==> src/rtl/fp_mul_param.sv <==
// Parametrised IEEE-754 multiplier with valid/ready handshake, RNE rounding and subnormal support.
// Define FP_MUL_FLAGS_EN to add the {invalid, overflow, underflow, inexact} flags output.
module fp_mul_param #(
  parameter int EXP_W = 8,
  parameter int MAN_W = 23
) (
  input  logic                   clk,
  input  logic                   rst,
  input  logic                   in_valid,
  output logic                   in_ready,
  input  logic [EXP_W+MAN_W:0]   a,
  input  logic [EXP_W+MAN_W:0]   b,
  output logic                   out_valid,
  input  logic                   out_ready,
  output logic [EXP_W+MAN_W:0]   z
`ifdef FP_MUL_FLAGS_EN
  ,
  output logic [3:0]             flags
`endif
);

  localparam int W  = 1 + EXP_W + MAN_W;
  localparam int M  = MAN_W + 1;
  localparam int EW = EXP_W + 2;
  localparam int PW = 2 * M;
  localparam int XW = M + 3;

  localparam logic signed [EW-1:0] ONE     = EW'(1);
  localparam logic signed [EW-1:0] BIAS    = EW'(2 ** (EXP_W - 1) - 1);
  localparam logic signed [EW-1:0] EXP_MAX = EW'(2 ** EXP_W - 1);
  localparam logic signed [EW-1:0] XW_E    = EW'(XW);
  localparam logic [W-1:0]         QNAN    = {1'b0, {EXP_W{1'b1}}, 1'b1, {(MAN_W-1){1'b0}}};

  typedef enum logic [3:0] {
    IDLE, UNPACK, SPECIAL, NORM_A, NORM_B, MULT, NORM_P, ROUND, PACK, DONE
  } state_t;

  state_t state_reg, state_next;

  logic [W-1:0]           a_reg, b_reg, z_reg;
  logic signed [EW-1:0]   ea_reg, eb_reg, exp_reg;
  logic [M-1:0]           ma_reg, mb_reg, mant_reg;
  logic [PW-1:0]          prod_reg;
  logic                   g_reg, r_reg, s_reg;
`ifdef FP_MUL_FLAGS_EN
  logic                   tiny_reg, inexact_reg;
  logic [3:0]             flag_reg;
`endif

  // Operand classification and unpacking, one lane per operand
  logic [W-1:0]           op_word [2];
  logic [1:0]             op_sign, is_nan, is_inf, is_zero;
  logic signed [EW-1:0]   unb_exp [2];
  logic [M-1:0]           unp_mant [2];

  assign op_word[0] = a_reg;
  assign op_word[1] = b_reg;

  genvar gi;
  generate
    for (gi = 0; gi < 2; gi++) begin : g_op
      logic [EXP_W-1:0] exp_f;
      logic [MAN_W-1:0] frac_f;
      logic             exp_max, exp_zero, frac_zero;
      assign exp_f        = op_word[gi][W-2 -: EXP_W];
      assign frac_f       = op_word[gi][MAN_W-1:0];
      assign exp_max      = &exp_f;
      assign exp_zero     = ~|exp_f;
      assign frac_zero    = ~|frac_f;
      assign op_sign[gi]  = op_word[gi][W-1];
      assign is_nan[gi]   = exp_max & ~frac_zero;
      assign is_inf[gi]   = exp_max & frac_zero;
      assign is_zero[gi]  = exp_zero & frac_zero;
      assign unb_exp[gi]  = exp_zero ? (ONE - BIAS) : ($signed({2'b00, exp_f}) - BIAS);
      assign unp_mant[gi] = {~exp_zero, frac_f};
    end
  endgenerate

  logic         sgn, sp_nan, sp_hit;
  logic [W-1:0] sp_z;

  assign sgn    = op_sign[0] ^ op_sign[1];
  assign sp_nan = (|is_nan) | (is_inf[0] & is_zero[1]) | (is_inf[1] & is_zero[0]);
  assign sp_hit = sp_nan | (|is_inf) | (|is_zero);

  always_comb begin
    sp_z = {sgn, {(W-1){1'b0}}};
    if (sp_nan) begin
      sp_z = QNAN;
    end else if (|is_inf) begin
      sp_z = {sgn, {EXP_W{1'b1}}, {MAN_W{1'b0}}};
    end
  end

  // Product normalisation plus the denormalising right shift for tiny results
  logic                  np_top, np_g, np_r, np_s, np_tiny;
  logic signed [EW-1:0]  np_exp, np_sh;
  logic [M-1:0]          np_mant;
  logic [EW-1:0]         sh_c;
  logic [2*XW-1:0]       sh_vec;

  always_comb begin
    np_top  = prod_reg[PW-1];
    np_exp  = exp_reg + BIAS + (np_top ? ONE : '0);
    np_mant = np_top ? prod_reg[PW-1 -: M] : prod_reg[PW-2 -: M];
    np_g    = np_top ? prod_reg[M-1] : prod_reg[M-2];
    np_r    = np_top ? prod_reg[M-2] : prod_reg[M-3];
    np_s    = np_top ? (|prod_reg[M-3:0]) : (|prod_reg[M-4:0]);
    np_tiny = (np_exp < ONE);
    np_sh   = ONE - np_exp;
    sh_c    = '0;
    if (np_tiny) begin
      sh_c = (np_sh > XW_E) ? XW_E : np_sh;
    end
    sh_vec  = {np_mant, np_g, np_r, np_s, {XW{1'b0}}} >> sh_c;
  end

  logic                 rd_inc;
  logic [M:0]           rd_sum;
  logic [M-1:0]         rd_mant;
  logic signed [EW-1:0] rd_exp;

  always_comb begin
    rd_inc  = g_reg & (r_reg | s_reg | mant_reg[0]);
    rd_sum  = {1'b0, mant_reg} + {{M{1'b0}}, rd_inc};
    rd_mant = rd_sum[M] ? rd_sum[M:1] : rd_sum[M-1:0];
    rd_exp  = rd_sum[M] ? (exp_reg + ONE) : exp_reg;
  end

  logic         pk_ovf;
  logic [W-1:0] pk_z;

  always_comb begin
    pk_ovf = (exp_reg >= EXP_MAX);
    if (pk_ovf) begin
      pk_z = {sgn, {EXP_W{1'b1}}, {MAN_W{1'b0}}};
    end else if (!mant_reg[M-1]) begin
      pk_z = {sgn, {EXP_W{1'b0}}, mant_reg[MAN_W-1:0]};
    end else begin
      pk_z = {sgn, exp_reg[EXP_W-1:0], mant_reg[MAN_W-1:0]};
    end
  end

  always_comb begin
    state_next = state_reg;
    case (state_reg)
      IDLE:    if (in_valid) state_next = UNPACK;
      UNPACK:  state_next = SPECIAL;
      SPECIAL: state_next = sp_hit ? DONE : NORM_A;
      NORM_A:  if (ma_reg[M-1]) state_next = NORM_B;
      NORM_B:  if (mb_reg[M-1]) state_next = MULT;
      MULT:    state_next = NORM_P;
      NORM_P:  state_next = ROUND;
      ROUND:   state_next = PACK;
      PACK:    state_next = DONE;
      DONE:    if (out_ready) state_next = IDLE;
      default: state_next = IDLE;
    endcase
  end

  always_ff @(posedge clk) begin
    if (rst) begin
      state_reg <= IDLE;
      a_reg     <= '0;
      b_reg     <= '0;
      z_reg     <= '0;
      ea_reg    <= '0;
      eb_reg    <= '0;
      exp_reg   <= '0;
      ma_reg    <= '0;
      mb_reg    <= '0;
      mant_reg  <= '0;
      prod_reg  <= '0;
      g_reg     <= 1'b0;
      r_reg     <= 1'b0;
      s_reg     <= 1'b0;
`ifdef FP_MUL_FLAGS_EN
      tiny_reg    <= 1'b0;
      inexact_reg <= 1'b0;
      flag_reg    <= '0;
`endif
    end else begin
      state_reg <= state_next;
      case (state_reg)
        IDLE: begin
          if (in_valid) begin
            a_reg <= a;
            b_reg <= b;
          end
        end
        UNPACK: begin
          ea_reg <= unb_exp[0];
          eb_reg <= unb_exp[1];
          ma_reg <= unp_mant[0];
          mb_reg <= unp_mant[1];
        end
        SPECIAL: begin
          if (sp_hit) begin
            z_reg <= sp_z;
`ifdef FP_MUL_FLAGS_EN
            flag_reg <= {sp_nan, 3'b000};
`endif
          end
        end
        NORM_A: begin
          if (!ma_reg[M-1]) begin
            ma_reg <= ma_reg << 1;
            ea_reg <= ea_reg - ONE;
          end
        end
        NORM_B: begin
          if (!mb_reg[M-1]) begin
            mb_reg <= mb_reg << 1;
            eb_reg <= eb_reg - ONE;
          end
        end
        MULT: begin
          exp_reg  <= ea_reg + eb_reg;
          prod_reg <= PW'(ma_reg) * PW'(mb_reg);
        end
        NORM_P: begin
          mant_reg <= sh_vec[2*XW-1 -: M];
          g_reg    <= sh_vec[XW+2];
          r_reg    <= sh_vec[XW+1];
          s_reg    <= |sh_vec[XW:0];
          exp_reg  <= np_tiny ? ONE : np_exp;
`ifdef FP_MUL_FLAGS_EN
          tiny_reg    <= np_tiny;
          inexact_reg <= sh_vec[XW+2] | sh_vec[XW+1] | (|sh_vec[XW:0]);
`endif
        end
        ROUND: begin
          mant_reg <= rd_mant;
          exp_reg  <= rd_exp;
        end
        PACK: begin
          z_reg <= pk_z;
`ifdef FP_MUL_FLAGS_EN
          flag_reg <= {1'b0, pk_ovf, tiny_reg & inexact_reg, inexact_reg | pk_ovf};
`endif
        end
        DONE: begin
`ifdef FP_MUL_FLAGS_EN
          if (out_ready) flag_reg <= '0;
`endif
        end
        default: ;
      endcase
    end
  end

  assign in_ready  = (state_reg == IDLE) && !rst;
  assign out_valid = (state_reg == DONE) && !rst;
  assign z         = z_reg;
`ifdef FP_MUL_FLAGS_EN
  assign flags     = flag_reg;
`endif

endmodule

==> config.mk <==
export PLATFORM = sky130hd
export DESIGN_NAME = fp_mul_param
export DESIGN_NICKNAME = d
export VERILOG_FILES = /design/src/rtl/fp_mul_param.sv
export SDC_FILE = /design/constraint.sdc
export NUM_CORES = 2
export LEC_CHECK = 0
export BUFFER_PORTS_ARGS = -buffer_cell sky130_fd_sc_hd__buf_2
export CAP_MARGIN = 20
export CORE_MARGIN = 1
export CORE_UTILIZATION = 55
export DETAILED_ROUTE_END_ITERATION = 16
export GPL_ROUTABILITY_DRIVEN = 0
export HOLD_SLACK_MARGIN = 0.12
export PLACE_DENSITY = 0.72
export SYNTH_ARGS = -nofsm -noshare
export SYNTH_HDL_FRONTEND = slang
export SYNTH_SLANG_ARGS = --single-unit
==> constraint.sdc <==
create_clock -name clk -period 9.85 [get_ports clk]
set_input_delay 2.4625 -clock clk [delete_from_list [all_inputs] [get_ports clk]]
set_output_delay 2.4625 -clock clk [all_outputs]
set_load 0.1 [all_outputs]
==> impl_results.md <==
- Hold Buf Count CTS: 0
- Main synth FF type: dfxtp_1
- Dpl cell area: 33,100 µm²
- Starting density of the core: 0.557
- Skew final: about 0.027 ns
- RSZ-0062 raised after global routing: false
- Layout cell share with drive strength beyond 1: 0.0678
- Reg clk slew, reported paths: 0.06 ns
- Clock tree buffer depth: 3
- Reg power frac: 0.408
- Setup slack, reg-to-reg: 1.64 ns
- Largest register FFs: 48
- Slew @ Worst Pin: 1.07 ns
- Synthesized Nets: 4,663
- Part of the Yosys area used for sequential elements: 0.158
- GR Util met3: 0.0330
- Largest family of logic cells by synthesized area: adder cells
- Mapped Cells: between 3,000 and 4,000
- Fin nets: 4,603
- XOR/XNOR share of the synthesized area: 0.0240
- Outcome: completed
- Area contributors post-synth: fa_1 30%, dfxtp_1 16%, nand2_1 8.3%
- DR WL/cell: 18.8 µm
- Met2 usage: 0.501
- DRT iter0 DRCs: roughly 2,200
- Compound-cell area share of the yosys netlist: 0.138
- Area share of fa/ha/maj cells after synthesis: 0.377
- Wirelength, routed: between 80,000 and 90,000 µm
- H-tree depth: 1
- Crit path DAT: 8.67 ns
- Antenna violations before repair: 4
- Combinational share of power: 0.166
- Yosys cell types: 81
- CP max-delay cell: dfxtp_1
- Hold Fails Final Rpt: 0
- Mean area per synthesized cell: slightly above 8 µm²
- Crit path largest cell delay: 1.03 ns
- Net load switching power: 0.892 mW
- Inserted Clock Buffers: 30
- Crit path max fanout: 26
- Synth Area in Simple Gates: 0.196
- Peak Freq: 122 MHz
- Gr ovfl total: 0
- CTS tree: built
- Die area: 59,400 µm²
- Critical Path RT: 10.31 ns
- Ports: 102
- Area Overhead vs Synth: 6.46%
- Synth top area share: 0.301
- Clk pwr share: 0.426
- First-pass GRT wire length: around 140,000 µm
- Die Wd: between 200 and 250 µm
- GR met1 Demand/Resource: 0.393
- Syn. warnings: 0
- Average vias per placed instance: 5.85
- Crit path launch type: flop
- Power density over the cells: 83.3 nW/µm²
- Largest net degree at the start of global routing: ~120
- Post-synthesis mux area share: 0.0138
- Final Max Tran Viols: 0
- Vias: roughly 27,000
- P_int: between 1.5 and 2 mW
- Vias in the first global route: 27,100
- Core Area: 57,700 µm²
- Post-route DRC violation count: 0
- Tmin final: approximately 8 ns
- Setup TNS: 0 ns
- Net Sw Frac: 0.313
- Final setup viols: 0
- Latest clock arrival within the worst-skew pair: 0.60 ns
- Filler instances: 5,210
- Yosys top cell by area: fa_1
- Synthesized flop and latch total: 253
- FP Rows: 88
- Final Cell Area: 34,200 µm²
- Setup Buffers After CTS: 0
- Top cells by count, synth: 708 x nand2_1, 534 x inv_1, 483 x fa_1
- Port Buffer Count: about 100
- CTS resizes: 0
- Die Span Y: 244 µm
- Clock tree sinks: about 250
- Crit Path Category: flop to flop
- Maximum vdd drop: around 0.00013 V
- CTS root buf: clkbuf_16
- Most common cell in the netlist: nand2_1
- CP most frequent cell: fa_1
- Lkg Pwr: 15.6 nW
- Most used routing layer in global routing: met2
- Tot GR Track Use: 0.302
- Endpoint class of the critical path: flop
- Detail Placement HPWL: roughly 68,000 µm
- Post-Syn Area: 32,100 µm²
- Antenna viol nets, final: 0
- Post-synthesis async set-or-reset flop share: 0
- Post-synth EDFFs: 0
- Min-delay worst type: flop to flop
- Max cap viols: 0
- Final period utilization: 0.834
- Relative slew slack: 0.283
- 1st-pass router iterations: 5
-- worst paths after layout --
kind,cells after the start,to,start
worst max-delay path,26,prod_reg[39],mb_reg[5]
worst min-delay path,2,prod_reg[16],prod_reg[16]
worst max register to register,26,prod_reg[39],mb_reg[5]
worst min register to register,2,prod_reg[16],prod_reg[16]
-- power by group through the flow --
stage | combinational, mW | clock (mW) | sequential (mW)
global route | 0.522 | 1.27 | 1.17
finish | 0.474 | 1.21 | 1.16
CTS | 0.468 | 1.23 | 1.16
floorplan | 0.342 | 0 | 1.13
global placement | 0.462 | 0 | 1.18
detailed placement | 0.466 | 0 | 1.18
-- cell families after synthesis --
group                    Yosys count
AND/OR/NAND/NOR                 1367
adder cells (fa/ha/maj)          678
XOR/XNOR                          88
flip-flops                       253
multiplexers                      43
buffers and inverters            796
AO/OA/AOI/OAI                    692
-- placed cells by master, fill, tap and decap left out, types with 26 or more instances in the layout --
cell	Yosys	routed
a21o_1	51	51
nand3_1	47	46
nor3_1	51	50
o22ai_1	33	33
inv_1	534	534
a211oi_1	27	26
a21oi_1	261	261
ha_1	195	195
buf_4	3	67
fa_1	483	483
and2_1	232	232
dfxtp_1	253	253
nor2_1	175	171
a22oi_1	88	88
o21ai_0	91	91
mux2i_1	33	33
xnor2_1	56	56
clkbuf_16	0	31
buf_2	9	100
nand2_1	708	708
xor2_1	32	32
-- per-layer routing --
layer  wire [µm]  up-vias  share of wire
met5           0        -              0
met4        4720        0          0.054
met3        6260      223          0.072
met2       41100     1110           0.47
met1       35100    13400           0.40
li1            -    12500              -
-- worst max-delay path: cells and delay by family (launching register included) --
kind | cells | cell delay [ns]
simple gates | 7 | 1.16
compound gates | 8 | 1.95
flops | 1 | 1.03
fa+ha+maj | 8 | 3.77
buf+inv | 3 | 0.16
-- per-stage QoR --
step           setup slack, ns  hold WS [ns]  std cells  total power, mW   util
6_report                  1.64         0.454       4648             2.85  0.593
5_1_grt                   1.10         0.466       4648             2.96  0.593
4_1_cts                   1.67         0.454       4643             2.86  0.592
3_5_place_dp              1.70         0.447       4589             1.65  0.574
3_3_place_gp              1.81         0.441       4589             1.64  0.574
2_1_floorplan             2.51         0.432       3917             1.47      -
-- cell type report --
class	count	area [µm²]	share of cell area
multi-input cells	2868	24100	0.704
flip-flops and latches	253	5060	0.148
well taps	765	957	0.0280
clock inverters	14	193	0.00563
diodes	4	10.0	0.000293
inverters	535	2010	0.0587
repair buffers	169	1020	0.0300
clock buffers	40	880	0.0257
Note: power is estimated with default switching activity, not from simulation.
